<file path="src/rtl/mspu_dmem_pkg.sv">
// Shared definitions for the data-memory load arbiter: FSM state encoding,
// default packet length and word-count width.
package mspu_dmem_pkg;

  // Arbiter phases: waiting for a packet, packet streaming in, packet owned by core
  typedef enum logic [1:0] {
    ST_IDLE  = 2'd0,
    ST_LOAD  = 2'd1,
    ST_READY = 2'd2
  } dmem_state_e;

  // Number of loader writes that make up one packet
  localparam int unsigned LOAD_WORDS_DEFAULT = 32'd512;

  // Width of the per-packet word counter
  localparam int unsigned WCNT_WIDTH = 32'd16;

endpackage

</file>
<file path="src/rtl/dmem_load_arbiter_if.sv">
// Bundle of loader, core, memory and status signals around the arbiter.
// slave  : the arbiter side
// master : the environment side (loader, core, memory, observer)
interface dmem_load_arbiter_if #(
  parameter int unsigned DROP_WIDTH = 32'd16
);

  // loader write stream (no backpressure)
  logic                  ld_we;
  logic [31:0]           ld_addr;
  logic [31:0]           ld_din;

  // core access port
  logic                  core_req;
  logic                  core_we;
  logic [31:0]           core_addr;
  logic [31:0]           core_din;
  logic                  core_gnt;
  logic                  core_rvalid;
  logic [31:0]           core_dout;
  logic                  core_release;

  // single-port data memory
  logic                  mem_we;
  logic [31:0]           mem_addr;
  logic [31:0]           mem_din;
  logic [31:0]           mem_dout;

  // status
  logic                  pkt_ready;
  logic                  busy;
  logic [DROP_WIDTH-1:0] drop_count;

  modport slave (
    input  ld_we, ld_addr, ld_din,
    input  core_req, core_we, core_addr, core_din, core_release,
    output core_gnt, core_rvalid, core_dout,
    output mem_we, mem_addr, mem_din,
    input  mem_dout,
    output pkt_ready, busy, drop_count
  );

  modport master (
    output ld_we, ld_addr, ld_din,
    output core_req, core_we, core_addr, core_din, core_release,
    input  core_gnt, core_rvalid, core_dout,
    input  mem_we, mem_addr, mem_din,
    output mem_dout,
    input  pkt_ready, busy, drop_count
  );

endinterface

</file>
<file path="src/rtl/dmem_load_arbiter.sv">
// Arbitrates a single-port data memory between a packet loader and a core.
// IDLE  : loader has priority; first loader write starts a packet.
// LOAD  : only the loader reaches memory until LOAD_WORDS writes are seen.
// READY : core owns memory; loader writes are dropped and counted.
// Memory request outputs are registered; read data returns two cycles after
// grant through a 2-bit valid shift register.
module dmem_load_arbiter
  import mspu_dmem_pkg::*;
#(
  parameter int unsigned LOAD_WORDS = LOAD_WORDS_DEFAULT,
  parameter int unsigned DROP_WIDTH = 32'd16
) (
  input  logic                clk,
  input  logic                reset,
  dmem_load_arbiter_if.slave  bus
);

  localparam logic [WCNT_WIDTH-1:0] LW_CNT   = LOAD_WORDS[WCNT_WIDTH-1:0];
  localparam logic [WCNT_WIDTH-1:0] WCNT_MAX = {WCNT_WIDTH{1'b1}};
  localparam logic [DROP_WIDTH-1:0] DROP_MAX = {DROP_WIDTH{1'b1}};
  localparam logic [DROP_WIDTH-1:0] DROP_ONE = DROP_WIDTH'(1);

  dmem_state_e            r_state;
  dmem_state_e            w_state_nxt;
  logic [WCNT_WIDTH-1:0]  r_wcnt;
  logic [WCNT_WIDTH-1:0]  w_wcnt_inc;
  logic [DROP_WIDTH-1:0]  r_drop_count;
  logic                   r_mem_we;
  logic [31:0]            r_mem_addr;
  logic [31:0]            r_mem_din;
  logic [1:0]             r_rvalid_sr;
  logic                   w_core_gnt;
  logic                   w_ld_accept;
  logic                   w_ld_drop;
  logic                   w_core_rd;

  // saturating increment keeps the word count from wrapping inside a packet
  assign w_wcnt_inc = (r_wcnt == WCNT_MAX) ? r_wcnt : (r_wcnt + 16'd1);
  assign w_core_rd  = w_core_gnt & ~bus.core_we;

  // State register
  always_ff @(posedge clk or negedge reset) begin
    if (!reset) begin
      r_state <= ST_IDLE;
    end else begin
      r_state <= w_state_nxt;
    end
  end

  // Next-state: loader starts/completes a packet, core release ends it
  always_comb begin
    w_state_nxt = r_state;
    case (r_state)
      ST_IDLE: begin
        if (bus.ld_we) begin
          w_state_nxt = (LW_CNT == 16'd1) ? ST_READY : ST_LOAD;
        end else begin
          w_state_nxt = ST_IDLE;
        end
      end
      ST_LOAD: begin
        if (bus.ld_we && (w_wcnt_inc == LW_CNT)) begin
          w_state_nxt = ST_READY;
        end else begin
          w_state_nxt = ST_LOAD;
        end
      end
      ST_READY: begin
        if (bus.core_release) begin
          w_state_nxt = ST_IDLE;
        end else begin
          w_state_nxt = ST_READY;
        end
      end
      default: begin
        w_state_nxt = ST_IDLE;
      end
    endcase
  end

  // Per-state arbitration decisions (grant, loader accept, loader drop)
  always_comb begin
    w_core_gnt  = 1'b0;
    w_ld_accept = 1'b0;
    w_ld_drop   = 1'b0;
    case (r_state)
      ST_IDLE: begin
        w_ld_accept = bus.ld_we;
        w_core_gnt  = bus.core_req & ~bus.ld_we;
      end
      ST_LOAD: begin
        w_ld_accept = bus.ld_we;
        w_core_gnt  = 1'b0;
      end
      ST_READY: begin
        w_ld_drop   = bus.ld_we;
        w_core_gnt  = bus.core_req;
      end
      default: begin
        w_core_gnt  = 1'b0;
        w_ld_accept = 1'b0;
        w_ld_drop   = 1'b0;
      end
    endcase
  end

  // Word counter: first packet write sets 1, later writes count up, release clears
  always_ff @(posedge clk or negedge reset) begin
    if (!reset) begin
      r_wcnt <= 16'd0;
    end else begin
      case (r_state)
        ST_IDLE: begin
          if (bus.ld_we) begin
            r_wcnt <= 16'd1;
          end else begin
            r_wcnt <= r_wcnt;
          end
        end
        ST_LOAD: begin
          if (bus.ld_we) begin
            r_wcnt <= w_wcnt_inc;
          end else begin
            r_wcnt <= r_wcnt;
          end
        end
        ST_READY: begin
          if (bus.core_release) begin
            r_wcnt <= 16'd0;
          end else begin
            r_wcnt <= r_wcnt;
          end
        end
        default: begin
          r_wcnt <= 16'd0;
        end
      endcase
    end
  end

  // Saturating count of loader writes discarded while the core owns memory
  always_ff @(posedge clk or negedge reset) begin
    if (!reset) begin
      r_drop_count <= {DROP_WIDTH{1'b0}};
    end else if (w_ld_drop && (r_drop_count != DROP_MAX)) begin
      r_drop_count <= r_drop_count + DROP_ONE;
    end else begin
      r_drop_count <= r_drop_count;
    end
  end

  // Registered memory request; address/data hold when nothing is issued
  always_ff @(posedge clk or negedge reset) begin
    if (!reset) begin
      r_mem_we   <= 1'b0;
      r_mem_addr <= 32'd0;
      r_mem_din  <= 32'd0;
    end else if (w_ld_accept) begin
      r_mem_we   <= 1'b1;
      r_mem_addr <= bus.ld_addr;
      r_mem_din  <= bus.ld_din;
    end else if (w_core_gnt) begin
      r_mem_we   <= bus.core_we;
      r_mem_addr <= bus.core_addr;
      r_mem_din  <= bus.core_din;
    end else begin
      r_mem_we   <= 1'b0;
      r_mem_addr <= r_mem_addr;
      r_mem_din  <= r_mem_din;
    end
  end

  // Read-valid pipeline: grant -> address registered -> memory data valid
  always_ff @(posedge clk or negedge reset) begin
    if (!reset) begin
      r_rvalid_sr <= 2'b00;
    end else begin
      r_rvalid_sr <= {r_rvalid_sr[0], w_core_rd};
    end
  end

  assign bus.core_gnt    = w_core_gnt;
  assign bus.core_rvalid = r_rvalid_sr[1];
  assign bus.core_dout   = r_rvalid_sr[1] ? bus.mem_dout : 32'd0;
  assign bus.mem_we      = r_mem_we;
  assign bus.mem_addr    = r_mem_addr;
  assign bus.mem_din     = r_mem_din;
  assign bus.pkt_ready   = (r_state == ST_READY);
  assign bus.busy        = (r_state == ST_LOAD);
  assign bus.drop_count  = r_drop_count;

endmodule

</file>
<file path="src/flat_wrapper.sv">
// flat-port wrapper written by rule: the top's interface ports become plain ports
module dmem_load_arbiter_flat import mspu_dmem_pkg::*;
#(
  parameter int unsigned LOAD_WORDS = LOAD_WORDS_DEFAULT,
  parameter int unsigned DROP_WIDTH = 32'd16
)
  (clk, reset, bus_ld_we, bus_ld_addr, bus_ld_din, bus_core_req, bus_core_we, bus_core_addr, bus_core_din, bus_core_release, bus_core_gnt, bus_core_rvalid, bus_core_dout, bus_mem_we, bus_mem_addr, bus_mem_din, bus_mem_dout, bus_pkt_ready, bus_busy, bus_drop_count);
  dmem_load_arbiter_if #(.DROP_WIDTH(DROP_WIDTH)) bus_i ();
  input  logic clk;
  input  logic reset;
  input wire logic [$bits(bus_i.ld_we)-1:0] bus_ld_we;
  input wire logic [$bits(bus_i.ld_addr)-1:0] bus_ld_addr;
  input wire logic [$bits(bus_i.ld_din)-1:0] bus_ld_din;
  input wire logic [$bits(bus_i.core_req)-1:0] bus_core_req;
  input wire logic [$bits(bus_i.core_we)-1:0] bus_core_we;
  input wire logic [$bits(bus_i.core_addr)-1:0] bus_core_addr;
  input wire logic [$bits(bus_i.core_din)-1:0] bus_core_din;
  input wire logic [$bits(bus_i.core_release)-1:0] bus_core_release;
  output wire logic [$bits(bus_i.core_gnt)-1:0] bus_core_gnt;
  output wire logic [$bits(bus_i.core_rvalid)-1:0] bus_core_rvalid;
  output wire logic [$bits(bus_i.core_dout)-1:0] bus_core_dout;
  output wire logic [$bits(bus_i.mem_we)-1:0] bus_mem_we;
  output wire logic [$bits(bus_i.mem_addr)-1:0] bus_mem_addr;
  output wire logic [$bits(bus_i.mem_din)-1:0] bus_mem_din;
  input wire logic [$bits(bus_i.mem_dout)-1:0] bus_mem_dout;
  output wire logic [$bits(bus_i.pkt_ready)-1:0] bus_pkt_ready;
  output wire logic [$bits(bus_i.busy)-1:0] bus_busy;
  output wire logic [$bits(bus_i.drop_count)-1:0] bus_drop_count;
  assign bus_i.ld_we = bus_ld_we;
  assign bus_i.ld_addr = bus_ld_addr;
  assign bus_i.ld_din = bus_ld_din;
  assign bus_i.core_req = bus_core_req;
  assign bus_i.core_we = bus_core_we;
  assign bus_i.core_addr = bus_core_addr;
  assign bus_i.core_din = bus_core_din;
  assign bus_i.core_release = bus_core_release;
  assign bus_core_gnt = bus_i.core_gnt;
  assign bus_core_rvalid = bus_i.core_rvalid;
  assign bus_core_dout = bus_i.core_dout;
  assign bus_mem_we = bus_i.mem_we;
  assign bus_mem_addr = bus_i.mem_addr;
  assign bus_mem_din = bus_i.mem_din;
  assign bus_i.mem_dout = bus_mem_dout;
  assign bus_pkt_ready = bus_i.pkt_ready;
  assign bus_busy = bus_i.busy;
  assign bus_drop_count = bus_i.drop_count;
  dmem_load_arbiter #(.LOAD_WORDS(LOAD_WORDS), .DROP_WIDTH(DROP_WIDTH)) u_core (.clk(clk), .reset(reset), .bus(bus_i));
endmodule
</file>
<file path="config.mk">
export PLATFORM = sky130hd
export DESIGN_NAME = dmem_load_arbiter_flat
export DESIGN_NICKNAME = d
export VERILOG_FILES = /design/src/rtl/mspu_dmem_pkg.sv /design/src/rtl/dmem_load_arbiter_if.sv /design/src/rtl/dmem_load_arbiter.sv /design/src/flat_wrapper.sv
export SDC_FILE = /design/constraint.sdc
export NUM_CORES = 1
export LEC_CHECK = 0
export BUFFER_PORTS_ARGS = -buffer_cell sky130_fd_sc_hd__buf_2
export CAP_MARGIN = 40
export CORE_ASPECT_RATIO = 0.9
export CORE_MARGIN = 4
export CORE_UTILIZATION = 40
export CTS_BUF_LIST = sky130_fd_sc_hd__clkbuf_8
export DETAILED_ROUTE_END_ITERATION = 10
export PLACE_DENSITY = 0.73
export SKIP_CTS_REPAIR_TIMING = 1
export SYNTH_ARGS = -nofsm -noshare
export SYNTH_HDL_FRONTEND = slang
export SYNTH_SLANG_ARGS = --single-unit
</file>
<file path="constraint.sdc">
create_clock -name clk -period 4.38 [get_ports clk]
set_input_delay 0 -clock clk [delete_from_list [all_inputs] [get_ports clk]]
set_output_delay 0 -clock clk [all_outputs]
set_load 0.05 [all_outputs]
</file>
Word-level counts from Yosys, hierarchy flattened
Cells that the tools add are included.
{"block": "word_totals", "register_bits": 101}
{"block": "classes", "n_addsub": 2, "n_eq_ne": 8, "mux": 19, "n_bitwise": 4, "reduce_logical": 6}
{"cell": "$mux W32", "n": 5}
{"cell": "$mux W16", "n": 4}
{"cell": "$pmux W16 S3", "n": 1}
{"cell": "$add A16 B1 Y16 const B", "n": 2}
{"cell": "$eq A16 B10 Y1 const B", "n": 1}
{"cell": "$eq A16 B16 Y1 const B", "n": 1}
{"cell": "$ne A16 B16 Y1 const B", "n": 1}
{"cell": "$ne A2 B2 Y1 const B", "n": 3}
{"cell": "$pmux W2 S3", "n": 1}
{"cell": "$mux W1", "n": 5}
{"cell": "$mux W2", "n": 2}
{"cell": "$reduce_and A3 Y1", "n": 1}
{"cell": "$and A1 B1 Y1", "n": 2}
{"cell": "$eq A2 B1 Y1 const B", "n": 1}
{"cell": "$eq A2 B2 Y1 const B", "n": 1}
{"cell": "$logic_and A1 B1 Y1", "n": 2}
{"cell": "$logic_not A2 Y1", "n": 1}
{"cell": "$not A1 Y1", "n": 2}
{"cell": "$pmux W1 S2", "n": 1}
{"cell": "$reduce_bool A2 Y1", "n": 1}
{"cell": "$reduce_or A2 Y1", "n": 1}

Longest topological paths before layout
{"block": "depth", "ltp_word": 6, "mapped_depth": 9}

Worst setup path before layout
No wires, ideal clock.
{"block": "synth_path", "path_kind": "register to register", "from": "register u_core.r_state[1]", "to": "register u_core.r_drop_count[9] (netlist: u_core.bus.drop_count[9])", "arrival_time_ns": 2.151, "required_ns": 4.239, "path_slack_ns": 2.087, "stages_incl_launch_ff": 7, "path_buffers": 0, "synth_period_minus_slack_ns": 2.293, "cell_sequence": "dfrtp_1 > nor2b_1 > and2_1 > nand2_1 > nor3_1 > nand3_1 > xnor2_1"}
{"block": "synth_via", "elab_chain_len": 3}
{"element": "from (decl)", "line_no": "dmem_load_arbiter.sv:23", "source": "dmem_state_e r_state;"}
{"element": "from (signal assigned)", "line_no": "dmem_load_arbiter.sv:46", "source": "r_state <= w_state_nxt;"}
{"element": "$eq A2 B2 Y1"}
{"element": "net bus_pkt_ready", "line_no": "flat_wrapper.sv:26", "source": "output wire logic [$bits(bus_i.pkt_ready)-1:0] bus_pkt_ready;"}
{"element": "$mux W1", "line_no": "dmem_load_arbiter.sv:86", "source": "case (r_state)"}
{"element": "$logic_and A1 B1 Y1", "line_no": "dmem_load_arbiter.sv:145", "source": "end else if (w_ld_drop && (r_drop_count != DROP_MAX)) begin"}
{"element": "to (signal assigned)", "line_no": "dmem_load_arbiter.sv:144", "source": "r_drop_count <= {DROP_WIDTH{1'b0}};"}
{"element": "to (signal assigned)", "line_no": "dmem_load_arbiter.sv:146", "source": "r_drop_count <= r_drop_count + DROP_ONE;"}
{"element": "to (signal assigned)", "line_no": "dmem_load_arbiter.sv:148", "source": "r_drop_count <= r_drop_count;"}
{"element": "to (decl)", "line_no": "dmem_load_arbiter.sv:27", "source": "logic [DROP_WIDTH-1:0] r_drop_count;"}
The timed path passes the listed nets, and every way through them passes these cells.
A chain may end at the register's enable or synchronous reset.

Worst setup path in the final report
{"block": "layout_path", "from": "register u_core.r_state[0]", "to": "register u_core.r_mem_din[24] (netlist: u_core.bus.mem_din[24])"}
{"block": "layout_via", "elab_chain_len": 4}
{"element": "$eq A2 B1 Y1 / $logic_not A2 Y1 (equally long branches)", "line_no": "dmem_load_arbiter.sv:86"}
{"element": "$reduce_or A2 Y1 (no source line)"}
{"element": "$mux W1", "line_no": "dmem_load_arbiter.sv:86"}
{"element": "$mux W32 / $reduce_bool A2 Y1 (equally long branches)"}
{"element": "to (signal assigned)", "line_no": "dmem_load_arbiter.sv:161", "source": "r_mem_din <= bus.ld_din;"}
{"element": "to (signal assigned)", "line_no": "dmem_load_arbiter.sv:165", "source": "r_mem_din <= bus.core_din;"}
{"element": "to (signal assigned)", "line_no": "dmem_load_arbiter.sv:169", "source": "r_mem_din <= r_mem_din;"}
{"element": "to (decl)", "line_no": "dmem_load_arbiter.sv:30", "source": "logic [31:0] r_mem_din;"}
Parallel ways exist; a longest one is shown, timed or not.

==> summary.txt <==
Yosys
  – Number of synthesized flops with an enable pin: 0
  – Top_reg_cell synth: dfrtp_1
  – Yosys reg bits: ~100
  – Synth top area cells: dfrtp_1, mux2i_1, o21ai_0
  – Cells after Synth: 552
  – Syn Area/Cell: 9.61 µm²
  – Ys Warns: 0
  – Distinct cells, synth: 52
  – Syn_nets: 720
  – Register area share after synthesis: 0.476
  – Share of the synthesized area in the top cell type: 0.476
  – Share of flip-flops with an asynchronous set or reset: 1.00
  – Syn Std Cell Area: 0.00531 mm²
  – Cell taking the most area after synthesis: dfrtp_1

Finish
  – Final Instance Count excl. Fillers: 1116
  – Final instance area: around 0.0084 mm²
  – Util after Layout: 0.651
  – Area delta synth->final: 57.5%
  – Area of the multi-input gates: 0.00262 mm²
  – Nets@finish: 1115
  – Sequential Area: around 0.0025 mm²
  – Ratio of cells with drive above 1 in the final layout: 0.336
  – Filler cells: 1000
  – Ant. Diodes: 0

Worst setup path
  – Reg2reg start: u_core.r_state[0]
  – CP Launch Type: flip-flop
  – Worst Path Required: roughly 4600 ps
  – Critical Path AT: just over 3000 ps
  – Critical R2R Capture: u_core.bus.mem_din[24]
  – Worst-path maximum fanout: 45
  – Reg-to-reg setup timing slack: 1530 ps
  – Critical Path End Type: flip-flop
  – CP Class: reg2reg
  – Reg2Reg Depth: 5

CTS
  – CTS root buffer: clkbuf_8
  – H-tree Lvls: 3
  – Max clock buf depth: 2
  – CTS Sinks: 101
  – TritonCTS Buffers: 9
  – Register clock-pin slew on the reported worst setup and hold paths: 100 ps
  – TritonCTS clock tree: yes
  – Worst skew pair latency: 370 ps

Pwr
  – P_int: ~1.5 mW
  – Comb pwr share: 0.280
  – P_sw: between 0.7 and 0.8 mW
  – Register share of total power: 0.452
  – Switch share: 0.335
  – Leakage: ~4.6 nW
  – Max IR drop VDD: 177 µV
  – Clock power share: 0.268
  – Pwr Density: 278 mW/mm²
  – Power Total: 2.32 mW

STA
  – Final Setup Violations: 0
  – Final Hold Fails: 0
  – Tcrit/Tclk final: 0.651
  – Fmax: 351 MHz
  – Fin crit period: around 2900 ps
  – Unrepaired setup endpoints after global routing: no
  – Fin Clk Skew: 11.9 ps
  – Tightest Pin Transition: 820 ps
  – Slew HR: 0.453
  – Fin. max-slew vios: 0
  – Total Neg Setup Slack: 0 ps

Die
  – Cell Rows: 39
  – Die Y: between 100 and 150 µm
  – Starting Density: 0.413
  – Io pins: 283
  – DIE WIDTH: 129 µm
  – DIE AREA: 0.0152 mm²
  – Core area: approximately 0.013 mm²

GRT
  – Global-route wire length before repair: 24.8 mm
  – Pin count of the biggest net entering global routing: 85
  – Initial antenna violation count: 0
  – Remaining Overflow, GRT: 0
  – Gr usage total: 0.206
  – Vias in the first global route: 4687

Detailed routing
  – DRC Markers: 0
  – ANT nets after route: 0
  – Length of the first detailed-routing pass in iterations: 5
  – Initial DRC Count: 437
  – DR vias/cell: 5.19
  – Avg WL per Cell: 17.9 µm
  – Routed WL: 20.0 mm
  – Vias: 5795

Placement
  – Post-DP HPWL: 12.6 mm
  – Placed inst area: 0.00683 mm²
  – Placed Instances: 968
  – Gpl congestion: just over 0.9
  – Port Buffers: ~280

Job
  – Max-Cap Viols: 0

Status
  – Status: complete, no violations

Min path
  – Hold Crit Class: in2async
[critical path, cell delays in order, from the launching register on]
cell and delay [ps]:
dfrtp_1 500, nand2b_4 710, buf_4 510, mux2i_1 260, o21ai_0 120, dlygate4sd3_1 590
[stage by stage]
step           hold WS [ps]  setup WS (ps)
4_1_cts                -366           1990
5_1_grt                 197           1400
3_5_place_dp           45.1           2010
3_3_place_gp           37.9           2070
2_1_floorplan          -296           2090
6_report                167           1530
[cell type report]
class,instances,area share
timing repair buffer,420,0.333
multi-input combinational,410,0.313
sequential,101,0.302
tap,164,0.0246
clock buffer,10,0.0165
clock inverter,6,0.00824
inverter,5,0.00225
[cell families after synthesis]
family,synth area share
buf+inv,0.0330
xor+xnor,0.0281
compound gates,0.129
fa+ha+maj,0.00472
flops,0.476
simple gates,0.201
mux,0.127
[synthesized netlist by cell type, types with 8 or more instances]
cell / count
nand4_1: 8
mux2i_1: 65
clkbuf_1: 21
a21oi_1: 13
nor3_1: 9
o21ai_0: 91
and2_1: 37
nor2_1: 14
dfrtp_1: 101
nand2_1: 84
xnor2_1: 13
nand3_1: 10
buf_2: 11
[worst max path at each step]
stage | startpoint | endpoint | slack, ps | cells after the start
after CTS | u_core.r_wcnt[0] | u_core.r_state[0] | 1990 | 7
after global placement | u_core.r_wcnt[0] | u_core.r_state[0] | 2070 | 7
after floorplan | u_core.r_state[1] | u_core.bus.drop_count[9] | 2090 | 6
after global routing | u_core.r_state[0] | u_core.bus.mem_din[5] | 1400 | 5
after detailed placement | u_core.r_wcnt[0] | u_core.r_state[0] | 2010 | 7
final | u_core.r_state[0] | u_core.bus.mem_din[24] | 1530 | 5
[cells in the final DEF (no fill, tap or decap), types with 4 or more instances in the layout]
cell,instances
o21ai_0,91
a31oi_1,6
a21oi_1,13
nand4_1,8
nand2_1,84
inv_1,5
dlygate4sd3_1,132
nand3_1,10
xor2_1,4
nor3_1,9
and3_1,4
clkbuf_8,10
mux2i_1,65
and2_1,37
buf_2,281
nor2_1,14
xnor2_1,13
buf_4,7
and4_1,7
dfrtp_1,101
nor2b_1,5
[registers in the layout, summed over array words and instances, names as in the netlist]
name	flops
u_core.bus.drop_count	16
u_core.bus.mem_addr	32
u_core.bus.mem_din	32
u_core.bus.mem_we	1
u_core.r_rvalid_sr	2
u_core.r_state	2
u_core.r_wcnt	16
[routing by layer]
| layer | global-route usage | share of wire | wire length (µm) |
|---|---|---|---|
| met5 | 0 | 0 | 0 |
| met1 | 0.279 | 0.40 | 7920 |
| met4 | 0.0560 | 0.032 | 636 |
| met2 | 0.328 | 0.49 | 9820 |
| met3 | 0.0581 | 0.081 | 1630 |
[power groups by stage]
stage                     clock (mW)  sequential, mW  combinational (mW)
after CTS                      0.643            1.05               0.506
after detailed placement           0            1.06               0.505
after floorplan                    0            1.25               0.125
after global placement             0            1.06               0.500
after global routing           0.685            1.06               0.689
final                          0.621            1.05               0.649
No activity file was read; power rests on OpenSTA's default activity.
